`src/rtl/vga_pkg.sv`:
```
// Shared VGA timing constants and helpers, used by the timing generator and the renderer.
// Latency: n/a (constants only).
// Backpressure: n/a.
package vga_pkg;

    // Total span of one axis: active region plus porches and sync.
    function automatic int vga_total(input int active, input int fp, input int sync, input int bp);
        return active + fp + sync + bp;
    endfunction

    // 640x480 @ 60 Hz industry timing.
    localparam int VGA_H_ACTIVE = 640;
    localparam int VGA_H_FP     = 16;
    localparam int VGA_H_SYNC   = 96;
    localparam int VGA_H_BP     = 48;
    localparam int VGA_V_ACTIVE = 480;
    localparam int VGA_V_FP     = 10;
    localparam int VGA_V_SYNC   = 2;
    localparam int VGA_V_BP     = 33;

    localparam int VGA_H_TOTAL  = vga_total(VGA_H_ACTIVE, VGA_H_FP, VGA_H_SYNC, VGA_H_BP);
    localparam int VGA_V_TOTAL  = vga_total(VGA_V_ACTIVE, VGA_V_FP, VGA_V_SYNC, VGA_V_BP);

    // This mode uses negative-going sync pulses.
    localparam logic VGA_SYNC_ACTIVE = 1'b0;
    localparam int   VGA_FRAME_BITS  = 5;

endpackage

```
`src/rtl/vga_timing_if.sv`:
```
// Raster position and sync bundle between the timing generator and its consumers.
// Latency: n/a (wires only).
// Backpressure: none; en is a pixel-rate strobe driven by the consumer side.
interface vga_timing_if import vga_pkg::*; #(
    parameter int XB = $clog2(VGA_H_TOTAL),
    parameter int YB = $clog2(VGA_V_TOTAL),
    parameter int FB = VGA_FRAME_BITS
);
    logic          en;
    logic [XB-1:0] pixel_x;
    logic [YB-1:0] pixel_y;
    logic          hsync;
    logic          vsync;
    logic          de;
    logic          line_start;
    logic          frame_start;
    logic [FB-1:0] frame_count;

    modport master (
        input  en,
        output pixel_x, pixel_y, hsync, vsync, de, line_start, frame_start, frame_count
    );

    modport slave (
        output en,
        input  pixel_x, pixel_y, hsync, vsync, de, line_start, frame_start, frame_count
    );
endinterface

```
`src/rtl/vga_axis_counter.sv`:
```
// One raster axis: wrapping position counter plus sync/active window compares on its next value.
// Latency: cnt is registered; *_nxt flags describe the position cnt will hold after this edge.
// Backpressure: none; the counter only moves on cycles with step=1.
module vga_axis_counter import vga_pkg::*; #(
    parameter int ACTIVE = VGA_H_ACTIVE,
    parameter int FP     = VGA_H_FP,
    parameter int SYNC   = VGA_H_SYNC,
    parameter int BP     = VGA_H_BP,
    parameter int W      = $clog2(vga_total(ACTIVE, FP, SYNC, BP))
) (
    input  logic         clk,
    input  logic         rst_n,
    input  logic         step,
    output logic [W-1:0] cnt,
    output logic         wrap,
    output logic         sync_nxt,
    output logic         active_nxt,
    output logic         zero_nxt
);
    localparam int TOTAL = vga_total(ACTIVE, FP, SYNC, BP);

    // Compares run one bit wider so a window edge equal to a power of two still fits.
    localparam logic [W:0] LAST    = (W+1)'(TOTAL - 1);
    localparam logic [W:0] SYNC_LO = (W+1)'(ACTIVE + FP);
    localparam logic [W:0] SYNC_HI = (W+1)'(ACTIVE + FP + SYNC);
    localparam logic [W:0] ACT_HI  = (W+1)'(ACTIVE);

    logic [W-1:0] cnt_q;
    logic [W-1:0] cnt_d;

    // Advance on step, wrapping at the last position; wrap tells the next axis to move.
    always_comb begin
        cnt_d = cnt_q;
        wrap  = 1'b0;
        if (step) begin
            if ({1'b0, cnt_q} == LAST) begin
                cnt_d = '0;
                wrap  = 1'b1;
            end else begin
                cnt_d = cnt_q + W'(1);
            end
        end
    end

    // Position register; reset returns to the first pixel/line.
    always_ff @(posedge clk) begin
        if (!rst_n) cnt_q <= '0;
        else        cnt_q <= cnt_d;
    end

    // Window flags for the upcoming position so the caller can register them alongside cnt.
    always_comb begin
        sync_nxt   = ({1'b0, cnt_d} >= SYNC_LO) && ({1'b0, cnt_d} < SYNC_HI);
        active_nxt = ({1'b0, cnt_d} < ACT_HI);
        zero_nxt   = (cnt_d == '0);
    end

    assign cnt = cnt_q;

endmodule

```
`src/rtl/vga_timing.sv`:
```
// VGA raster timing generator: pixel/line counters, sync, display enable and frame counter.
// Latency: all outputs registered and aligned to pixel_x/pixel_y; VGA_TIMING_PIPE_EN delays hsync/vsync/de by one en cycle.
// Backpressure: none; en=0 freezes every register, so level outputs simply persist.
module vga_timing import vga_pkg::*; #(
    parameter int   H_ACTIVE    = VGA_H_ACTIVE,
    parameter int   H_FP        = VGA_H_FP,
    parameter int   H_SYNC      = VGA_H_SYNC,
    parameter int   H_BP        = VGA_H_BP,
    parameter int   V_ACTIVE    = VGA_V_ACTIVE,
    parameter int   V_FP        = VGA_V_FP,
    parameter int   V_SYNC      = VGA_V_SYNC,
    parameter int   V_BP        = VGA_V_BP,
    parameter logic SYNC_ACTIVE = VGA_SYNC_ACTIVE,
    parameter int   FRAME_BITS  = VGA_FRAME_BITS
) (
    input  logic clk,
    input  logic rst_n,
    vga_timing_if.master vif
);
    localparam int H_TOTAL = vga_total(H_ACTIVE, H_FP, H_SYNC, H_BP);
    localparam int V_TOTAL = vga_total(V_ACTIVE, V_FP, V_SYNC, V_BP);
    localparam int XB      = $clog2(H_TOTAL);
    localparam int YB      = $clog2(V_TOTAL);

    logic [XB-1:0] h_cnt;
    logic [YB-1:0] v_cnt;
    logic          h_wrap, v_wrap;
    logic          h_sync_nxt, h_act_nxt, h_zero_nxt;
    logic          v_sync_nxt, v_act_nxt, v_zero_nxt;

    vga_axis_counter #(
        .ACTIVE(H_ACTIVE), .FP(H_FP), .SYNC(H_SYNC), .BP(H_BP), .W(XB)
    ) u_h (
        .clk(clk), .rst_n(rst_n), .step(vif.en),
        .cnt(h_cnt), .wrap(h_wrap),
        .sync_nxt(h_sync_nxt), .active_nxt(h_act_nxt), .zero_nxt(h_zero_nxt)
    );

    // The vertical axis moves only when a line finishes.
    vga_axis_counter #(
        .ACTIVE(V_ACTIVE), .FP(V_FP), .SYNC(V_SYNC), .BP(V_BP), .W(YB)
    ) u_v (
        .clk(clk), .rst_n(rst_n), .step(h_wrap),
        .cnt(v_cnt), .wrap(v_wrap),
        .sync_nxt(v_sync_nxt), .active_nxt(v_act_nxt), .zero_nxt(v_zero_nxt)
    );

    logic [FRAME_BITS-1:0] frame_count_q, frame_count_d;
    logic hsync_q, hsync_d;
    logic vsync_q, vsync_d;
    logic de_q, de_d;
    logic line_start_q, line_start_d;
    logic frame_start_q, frame_start_d;

    // Output levels for the next counter position, so they land in the same cycle as it.
    always_comb begin
        frame_count_d = frame_count_q;
        if (v_wrap) frame_count_d = frame_count_q + FRAME_BITS'(1);
        hsync_d       = h_sync_nxt ? SYNC_ACTIVE : ~SYNC_ACTIVE;
        vsync_d       = v_sync_nxt ? SYNC_ACTIVE : ~SYNC_ACTIVE;
        de_d          = h_act_nxt & v_act_nxt;
        line_start_d  = h_zero_nxt;
        frame_start_d = h_zero_nxt & v_zero_nxt;
    end

    // Output registers; reset lands on pixel (0,0) with syncs inactive.
    always_ff @(posedge clk) begin
        if (!rst_n) begin
            frame_count_q <= '0;
            hsync_q       <= ~SYNC_ACTIVE;
            vsync_q       <= ~SYNC_ACTIVE;
            de_q          <= 1'b1;
            line_start_q  <= 1'b1;
            frame_start_q <= 1'b1;
        end else begin
            frame_count_q <= frame_count_d;
            hsync_q       <= hsync_d;
            vsync_q       <= vsync_d;
            de_q          <= de_d;
            line_start_q  <= line_start_d;
            frame_start_q <= frame_start_d;
        end
    end

`ifdef VGA_TIMING_PIPE_EN
    logic hsync_p_q, hsync_p_d;
    logic vsync_p_q, vsync_p_d;
    logic de_p_q, de_p_d;

    // Extra stage for renderers whose colour arrives one pixel late; it only moves with en.
    always_comb begin
        hsync_p_d = hsync_p_q;
        vsync_p_d = vsync_p_q;
        de_p_d    = de_p_q;
        if (vif.en) begin
            hsync_p_d = hsync_q;
            vsync_p_d = vsync_q;
            de_p_d    = de_q;
        end
    end

    // Delay registers start inactive so nothing visible leaks out before the first pixel.
    always_ff @(posedge clk) begin
        if (!rst_n) begin
            hsync_p_q <= ~SYNC_ACTIVE;
            vsync_p_q <= ~SYNC_ACTIVE;
            de_p_q    <= 1'b0;
        end else begin
            hsync_p_q <= hsync_p_d;
            vsync_p_q <= vsync_p_d;
            de_p_q    <= de_p_d;
        end
    end

    assign vif.hsync = hsync_p_q;
    assign vif.vsync = vsync_p_q;
    assign vif.de    = de_p_q;
`else
    assign vif.hsync = hsync_q;
    assign vif.vsync = vsync_q;
    assign vif.de    = de_q;
`endif

    assign vif.pixel_x     = h_cnt;
    assign vif.pixel_y     = v_cnt;
    assign vif.line_start  = line_start_q;
    assign vif.frame_start = frame_start_q;
    assign vif.frame_count = frame_count_q;

endmodule

```
`src/flat_wrapper.sv`:
```
// flat-port wrapper written by rule: the top's interface ports become plain ports
module vga_timing_flat import vga_pkg::*;
#(
    parameter int   H_ACTIVE    = VGA_H_ACTIVE,
    parameter int   H_FP        = VGA_H_FP,
    parameter int   H_SYNC      = VGA_H_SYNC,
    parameter int   H_BP        = VGA_H_BP,
    parameter int   V_ACTIVE    = VGA_V_ACTIVE,
    parameter int   V_FP        = VGA_V_FP,
    parameter int   V_SYNC      = VGA_V_SYNC,
    parameter int   V_BP        = VGA_V_BP,
    parameter logic SYNC_ACTIVE = VGA_SYNC_ACTIVE,
    parameter int   FRAME_BITS  = VGA_FRAME_BITS
)
  (clk, rst_n, vif_en, vif_pixel_x, vif_pixel_y, vif_hsync, vif_vsync, vif_de, vif_line_start, vif_frame_start, vif_frame_count);
  vga_timing_if #(.XB(10), .YB(10), .FB(5)) vif_i ();
  input  logic clk;
  input  logic rst_n;
  input wire logic [$bits(vif_i.en)-1:0] vif_en;
  output wire logic [$bits(vif_i.pixel_x)-1:0] vif_pixel_x;
  output wire logic [$bits(vif_i.pixel_y)-1:0] vif_pixel_y;
  output wire logic [$bits(vif_i.hsync)-1:0] vif_hsync;
  output wire logic [$bits(vif_i.vsync)-1:0] vif_vsync;
  output wire logic [$bits(vif_i.de)-1:0] vif_de;
  output wire logic [$bits(vif_i.line_start)-1:0] vif_line_start;
  output wire logic [$bits(vif_i.frame_start)-1:0] vif_frame_start;
  output wire logic [$bits(vif_i.frame_count)-1:0] vif_frame_count;
  assign vif_i.en = vif_en;
  assign vif_pixel_x = vif_i.pixel_x;
  assign vif_pixel_y = vif_i.pixel_y;
  assign vif_hsync = vif_i.hsync;
  assign vif_vsync = vif_i.vsync;
  assign vif_de = vif_i.de;
  assign vif_line_start = vif_i.line_start;
  assign vif_frame_start = vif_i.frame_start;
  assign vif_frame_count = vif_i.frame_count;
  vga_timing #(.H_ACTIVE(H_ACTIVE), .H_FP(H_FP), .H_SYNC(H_SYNC), .H_BP(H_BP), .V_ACTIVE(V_ACTIVE), .V_FP(V_FP), .V_SYNC(V_SYNC), .V_BP(V_BP), .SYNC_ACTIVE(SYNC_ACTIVE), .FRAME_BITS(FRAME_BITS)) u_core (.clk(clk), .rst_n(rst_n), .vif(vif_i));
endmodule
```
`config.mk`:
```
export PLATFORM = sky130hd
export DESIGN_NAME = vga_timing_flat
export DESIGN_NICKNAME = d
export VERILOG_FILES = /design/src/rtl/vga_pkg.sv /design/src/rtl/vga_timing_if.sv /design/src/rtl/vga_axis_counter.sv /design/src/rtl/vga_timing.sv /design/src/flat_wrapper.sv
export SDC_FILE = /design/constraint.sdc
export NUM_CORES = 1
export LEC_CHECK = 0
export CORE_MARGIN = 2
export CORE_UTILIZATION = 41
export CTS_CLUSTER_SIZE = 16
export DETAILED_ROUTE_END_ITERATION = 8
export GPL_TIMING_DRIVEN = 0
export PLACE_DENSITY = 0.65
export SYNTH_ARGS = -nofsm -noshare
export SYNTH_HDL_FRONTEND = slang
export SYNTH_SLANG_ARGS = --single-unit
```
`constraint.sdc`:
```
create_clock -name clk -period 5.5 [get_ports clk]
set_input_delay 1.1 -clock clk [delete_from_list [all_inputs] [get_ports clk]]
set_output_delay 1.1 -clock clk [all_outputs]
set_load 0.02 [all_outputs]
```
## Yosys cells after proc, flatten, opt, wreduce, memory -nomap -nowiden

Cells that the tools add are included.

| storage, ports and cells | value |
|---|---|
| flip-flop bits (word level) | 30 |
| bits of input ports | 3 |
| logic and storage cells | 35 |

| operators by class | value |
|---|---|
| add/sub/neg operators | 3 |
| $lt $le $gt $ge | 6 |
| equal/unequal tests | 2 |
| mux-type cells | 10 |
| bitwise gates (word level) | 2 |
| reductions and logical operators | 4 |

Operator list:

| kind | count |
|---|---|
| 10-bit 2-to-1 mux | 4 |
| 10-bit by 1-bit adder with 10-bit output, second input constant | 2 |
| 10-bit == test, second input constant | 2 |
| 10-bit zero test | 2 |
| 10-bit < comparator, second input constant | 2 |
| 10-bit by 9-bit < comparator with 1-bit output, second input constant | 2 |
| 10-bit greater-or-equal comparator, second input constant | 1 |
| 10-bit by 9-bit greater-or-equal comparator with 1-bit output, second input constant | 1 |
| 1-bit 2-to-1 mux | 6 |
| 5-bit by 1-bit adder with 5-bit output, second input constant | 1 |
| 1-bit bitwise AND | 2 |
| 1-bit logical AND | 2 |

## Depth between registers and ports, before layout

Gate-level depths: netlist of the first run.

| depth | value |
|---|---|
| word-level depth | 7 |
| mapped depth | 9 |
| mapped depth without buffers | 8 |

## Hierarchy

A second synthesis of the first run with hierarchy kept.

| second synthesis, totals | value |
|---|---|
| cells, all modules | 225 |
| area, all modules | 1875.5 um2 |

Modules (own cells, without submodules):

| module | instances | cells an instance | area each (um2) | seq. area each (um2) |
|---|---|---|---|---|
| vga_axis_counter at u_core.u_v | 1 | 98 | 782.0 | 200.2 |
| vga_axis_counter at u_core.u_h | 1 | 91 | 730.7 | 200.2 |
| vga_timing | 1 | 36 | 362.8 | 200.2 |

## Worst setup path before layout of the first run

Ideal clock, no wire load.

| timing | value |
|---|---|
| path type | input port to flip-flop |
| from | input vif_en |
| to | register u_core.vsync_q, in the netlist u_core.vif.vsync |
| setup time | 134 ps |
| data arrival time | 3260 ps |
| slack | 2106 ps |
| stages | 7 |
| buffers on the path | 2 |
| path through | buf_4 nand4_4 or4_4 buf_6 or4_1 a311oi_1 or4b_1 |

| on the way | value |
|---|---|
| longest elaborated chain between the ends | 5 |

RTL lines:

| item | line | RTL |
|---|---|---|
| from (decl) | flat_wrapper.sv:19 | `input wire logic [$bits(vif_i.en)-1:0] vif_en;` |
| 1-bit 2-to-1 mux * | vga_axis_counter.sv:35 | `if (step) begin` |
| 10-bit 2-to-1 mux * | vga_axis_counter.sv:35 |  |
| 10-bit by 9-bit greater-or-equal comparator with 1-bit output / 10-bit by 9-bit < comparator with 1-bit output (equally long branches) | vga_axis_counter.sv:53 | `sync_nxt = ({1'b0, cnt_d} >= SYNC_LO) && ({1'b0, cnt_d} < SYNC_HI);` |
| 1-bit logical AND * | vga_axis_counter.sv:53 |  |
| 1-bit 2-to-1 mux * | vga_timing.sv:60 | `vsync_d = v_sync_nxt ? SYNC_ACTIVE : ~SYNC_ACTIVE;` |
| to (signal assigned) | vga_timing.sv:71 | `vsync_q <= ~SYNC_ACTIVE;` |
| to (signal assigned) | vga_timing.sv:78 | `vsync_q <= vsync_d;` |
| to (decl) | vga_timing.sv:50 | `logic vsync_q, vsync_d;` |

Mark *: on every way between the ends. The rest lies on a longest branch, timed or not.
A chain may end at the register's enable or synchronous reset.

## Worst setup path in the final report of the first run

Ends and elaborated chain as after synthesis.

==> results of run 1 <==
state kept, by name, summed over array words and instances, names as in the netlist:
register,flops
u_core.vif.vsync,1
u_core.vif.frame_start,1
u_core.vif.de,1
u_core.vif.line_start,1
u_core.u_v.cnt,10
u_core.u_h.cnt,10
u_core.vif.frame_count,5
u_core.vif.hsync,1
routing by layer:
metal / track usage, % / up-vias / wire [um]
met2: 31.2 / 46 / 2060
met3: 4.47 / 8 / 215
li1: - / 878 / -
met5: 0 / - / 0
met1: 25.3 / 806 / 2140
met4: 6.20 / 0 / 70
final cells by class:
cell class | instances | share of cell area [%]
Timing Repair Buffer | 31 | 13.8
Sequential cell | 30 | 26.7
Buffer | 15 | 3.17
Multi-Input combinational cell | 168 | 48.7
Inverter | 7 | 1.17
Clock buffer | 6 | 3.67
Tap cell | 52 | 2.89
worst max-delay path: cells and delay by family:
family,cells,cell delay (ns)
AOI/OAI and AO/OA,1,0.42
and+or+nand+nor,4,1.53
buffers and inverters,2,0.60
how the worst max path moves through the flow:
stage                            end  slack (ns)  depth (start not counted)
finish              u_core.vif.vsync        1.98                          7
global route        u_core.vif.vsync        1.69                          7
CTS                 u_core.vif.vsync        2.03                          7
detailed placement  u_core.vif.vsync        1.76                          7
global placement    u_core.vif.vsync        1.74                          7
floorplan           u_core.vif.vsync        2.11                          7
kinds of logic (layout without fill, tap and decap cells):
kind of cell | after synthesis | in the layout
AOI/OAI and AO/OA | 46 | 46
xor gates and xnor gates | 16 | 16
adders and majority gates | 4 | 4
buffers and inverters | 22 | 59
DFF | 30 | 30
muxes | 2 | 2
and+or+nand+nor | 100 | 100
layout by cell type (no fill, tap or decap), types with 2 or more instances in the layout:
master / count
a211oi_1: 3
a21boi_0: 2
a21oi_1: 9
a22oi_1: 3
a311oi_1: 3
a31oi_1: 3
and2_1: 15
and3_1: 6
and4_1: 4
buf_4: 2
clkbuf_1: 11
clkbuf_8: 6
clkdlybuf4s50_1: 31
dfxtp_1: 30
ha_1: 4
inv_1: 7
nand2_1: 17
nand3_1: 12
nand4_1: 11
nand4b_1: 2
nor2_1: 11
nor2b_1: 4
nor3_1: 6
nor4_1: 2
o21ai_0: 10
o22ai_1: 2
o31a_1: 2
o41ai_1: 2
or2_2: 2
or3_1: 2
xnor2_1: 10
xor2_1: 6
power groups by stage:
stage	Combinational (mW)	Sequential [mW]	Clock [mW]
floorplan	0.0104	0.230	0
global placement	0.0228	0.227	0
detailed placement	0.0230	0.227	0
CTS	0.0231	0.222	0.178
global route	0.0245	0.222	0.187
finish	0.0226	0.222	0.174
==> metrics.txt, run 1 <==
clock sink total 30; CTS buffer count 5; RSZ-0062 raised after global routing no; Residual DRC 0; Longest Clk Path Bufs 2; via count 1738; Hold Crit Start u_core.vif.frame_count[1]; IO Port Bufs 31; Setup crit start vif_en; multi-input logic area 1100 um^2; post-synthesis simple-gate area fraction 32.2%; Final Util 52.4%; Reg clk slew, reported paths 0.07 ns; Final Non-Filler Cells 309; Synth Area in Adders 2.79%; dpl hpwl 3200 um; crit path capture type register; RR Endpoint u_core.vif.vsync; Placer Congestion 0.844; diode count 0; Row Count 24; CTS tree done; layout cells sized above 1 5.45%; Final period util 63.9%; Compound-Gate Fraction of Synth Area 17.1%; fill count 456; Setup WS pre-CTS 1.76 ns; initial antenna violation count 0; Hold Violations, Final 0; minimum clock period 3.52 ns; synthesized flop and latch total 30; NumNets Final 265; # setup viols final 0; die width 70.2 um; startpoint types primary input; main combinational cell family by area after synthesis simple AND/OR/NAND/NOR gates; P_leak 0.798 nW; post-synth top area share 33.5%; clock latency on the worst-skew pair 0.28 ns; FF-to-FF path depth 7; Distinct cells, synth 47; I/O Pins 33; setup TNS 0 ns; Syn Std Cell Area 1790 um^2; async set-reset flop share out of synthesis 0%; All-Layer GR Usage 19.2%; crit path max fanout 10; first-pass GRT wire length 7700 um; starting density of the core 41.8%; synthesized instance count 220; FMAX 284 MHz; postcts setup bufs 0; WHS Path Cells 2; pwr dens 186 nW/um^2; Sw Share 22.2%; Worst Slack Setup Final 1.98 ns; routed len/inst 14.5 um; Synth Flop Type dfxtp_1; Seq/Total Area, Yosys 33.5%; area grow syn2layout 25.5%; Hold Crit Class reg2reg; Sw Pwr 0.0929 mW; syn_nets 227; max-slew violation count 0; Reg-to-Reg Start u_core.u_h.cnt[0]; worst vdd ir 0.0933 mV; Register Area 601 um^2; Worst Skew 0.00756 ns; Core Region 4290 um^2; worst path required time 5.65 ns; sequential share of power 53.0%; CTS resizes 0; drt total wl 4490 um; Worst slew margin 44.9%; H-Tree Level Count 2; TritonRoute pass-1 iters 5; design area 2250 um^2; ranking of synthesized cells by area dfxtp_1 33%, and2_1 5.2%, xnor2_1 4.9%, nand4_1 3.8%, nand2_1 3.6%; commonest cells in the netlist 30 x dfxtp_1, 17 x nand2_1, 15 x and2_1; hold_ws 0.560 ns; grt total ovfl 0; vias in the first global route 1640; placed cells 303; Worst Hold End u_core.vif.frame_count[1]; clock power share 41.6%; vias per cell 5.62; R2R setup slack 2.19 ns; Critical-path top delay cell nor4_1; Die H 70.2 um; Max-cap violations 0; P_int 0.326 mW; Post-Synth XOR/XNOR Area 7.81%; cell with the most instances after synthesis dfxtp_1; status completed; root buffer cell clkbuf_8; Slowest Stage Delay on Critical Path 0.73 ns; Worst-Margin Slew 0.819 ns; Gate power share 5.4%; dpl cell area 2170 um^2; pin count of the biggest net entering global routing 11; post-synthesis mux area share 1.19%; Yosys warning count 0; Post-synth EDFFs 0; 1st-iter DRT viols 70; Antenna Violating Nets Remaining 0; Avg Cell Area, Syn 8.16 um^2; WP data arrival 3.66 ns; hold_buf cts 0; CP cell instances buf_4 -> nand4_4 -> nor4_1 -> clkbuf_1 -> nand4b_1 -> a311oi_1 -> or4b_1; Yosys top cell by area dfxtp_1; Crit Path Category in2reg; die area 4920 um^2; overall power 0.419 mW
(Power assumes the default switching activity.)
==> run 2: changes to the inputs <==
==> constraint.sdc (replaced) <==
create_clock -name clk -period 3.6 [get_ports clk]
set_input_delay 0.72 -clock clk [delete_from_list [all_inputs] [get_ports clk]]
set_output_delay 0.72 -clock clk [all_outputs]
set_load 0.02 [all_outputs]
==> run 2 against run 1 <==
Compared with the run above:
- worst setup slack worse by 1.5 ns
- register-to-register slack worse by 1.7 ns
- via count up 0.52%
- die area unchanged
- power up 53%
- highest routed layer unchanged
==> metrics.txt, run 2 (synthesized netlist as in run 1, its figures left out) <==
startpoint types register; layout cells sized above 1 5.84%; clock latency on the worst-skew pair 0.28 ns; status completed; vias in the first global route 1640; diode count 0; RSZ-0062 raised after global routing no; pwr dens 284 nW/um^2; Reg clk slew, reported paths 0.07 ns; P_int 0.498 mW; wire length on met2 2070 um; vias per cell 5.65; Residual DRC 0; All-Layer GR Usage 19.2%; most frequent cells in the layout 31 x clkdlybuf4s50_1, 30 x dfxtp_1, 17 x nand2_1, 15 x and2_1, 12 x nand3_1; via count 1747; Worst-Margin Slew 0.526 ns; TritonRoute pass-1 iters 4; Placer Congestion 0.844; drt total wl 4500 um; starting density of the core 41.8%; first-pass GRT wire length 7700 um; FMAX 318 MHz; Gate power share 5.4%; Setup crit start u_core.u_h.cnt[0]; Sw Share 22.3%; Die H 70.2 um; Final period util 87.3%; met1 wire length 2120 um; Core Region 4290 um^2; P_leak 0.798 nW; Antenna Violating Nets Remaining 0; Sw Pwr 0.143 mW; Worst slew margin 64.4%; # setup viols final 0; clock power share 41.7%; setup TNS 0 ns; max-slew violation count 0; Max-cap violations 0; grt total ovfl 0; CTS tree done; root buffer cell clkbuf_8; H-Tree Level Count 2; Crit Path Category reg2reg; NumNets Final 265; Hold Crit Class reg2reg; 1st-iter DRT viols 62; RR Endpoint u_core.vif.vsync; die width 70.2 um; sequential share of power 52.9%; initial antenna violation count 0; Hold Violations, Final 0; clock sink total 30; worst vdd ir 0.142 mV; commonest non-fill, non-tap cell in the layout clkdlybuf4s50_1; FF-to-FF path depth 7; pin count of the biggest net entering global routing 11; Critical Path End u_core.vif.vsync; worst path required time 3.75 ns; CTS buffer count 5; I/O Pins 33; Worst Skew 0.00816 ns; crit path max fanout 9; IO Port Bufs 31; Longest Clk Path Bufs 2; dpl hpwl 3200 um; area grow syn2layout 25.9%; R2R setup slack 0.46 ns; Reg-to-Reg Start u_core.u_h.cnt[0]; minimum clock period 3.14 ns; die area 4920 um^2; Row Count 24; routed len/inst 14.6 um; met3 wire length 237 um; Top Layer Used met4; overall power 0.641 mW; crit path capture type register; WP data arrival 3.29 ns
-- run 2: metrics by stage --
stage,hold WS (ns),worst slack (ns),cells,cell area [um^2],utilization [%]
floorplan,0.585,0.586,220,1790,-
global placement,0.514,0.224,303,2170,50.5
detailed placement,0.552,0.239,303,2170,50.5
CTS,0.560,0.330,309,2250,52.4
global route,0.603,0.181,309,2260,52.6
finish,0.560,0.456,309,2260,52.6
-- run 2: final cells by class --
type / count / area [um^2]
well taps: 52 / 65.1
multi-input cells: 168 / 1100
flip-flops and latches: 30 / 601
inverters: 7 / 26.3
clock buffers: 6 / 82.6
fillers: 454 / 2040
plain buffers: 15 / 71.3
repair buffers: 31 / 310
-- run 2: timing repair --
action                     4_1_cts  5_1_grt
hold buffers                     0        0
resized for setup                0        1
setup endpoints to repair        0        1
setup buffers                    0        0
-- run 2: worst min-delay path by stage --
| stage | end | depth (start not counted) | from |
|---|---|---|---|
| 2_1_floorplan | u_core.vif.frame_count[1] | 2 | u_core.vif.frame_count[1] |
| 3_3_place_gp | u_core.vif.frame_count[1] | 2 | u_core.vif.frame_count[1] |
| 3_5_place_dp | u_core.vif.frame_count[1] | 2 | u_core.vif.frame_count[1] |
| 4_1_cts | u_core.vif.frame_count[1] | 2 | u_core.vif.frame_count[1] |
| 5_1_grt | u_core.vif.frame_count[1] | 2 | u_core.vif.frame_count[1] |
| 6_report | u_core.vif.frame_count[1] | 2 | u_core.vif.frame_count[1] |
-- run 2: metal layers --
| layer | vias up | track usage (%) |
|---|---|---|
| li1 | 881 | - |
| met1 | 812 | 25.3 |
| met2 | 47 | 31.2 |
| met3 | 7 | 4.47 |
| met4 | 0 | 6.20 |
| met5 | - | 0 |
-- run 2: power by group through the flow --
stage               Clock (mW)  Sequential [mW]  Combinational [mW]
floorplan                    0            0.351              0.0160
global placement             0            0.347              0.0348
detailed placement           0            0.347              0.0351
CTS                      0.272            0.339              0.0353
global route             0.286            0.340              0.0375
finish                   0.267            0.339              0.0346
-- run 2: worst max-delay path, cell delays in order (launching register included) --
cell and delay, ns:
dfxtp_1 0.48, ha_1 0.28, nand4_4 0.21, or4_4 0.53, buf_6 0.16, or4_1 0.49
a311oi_1 0.41, or4b_1 0.46
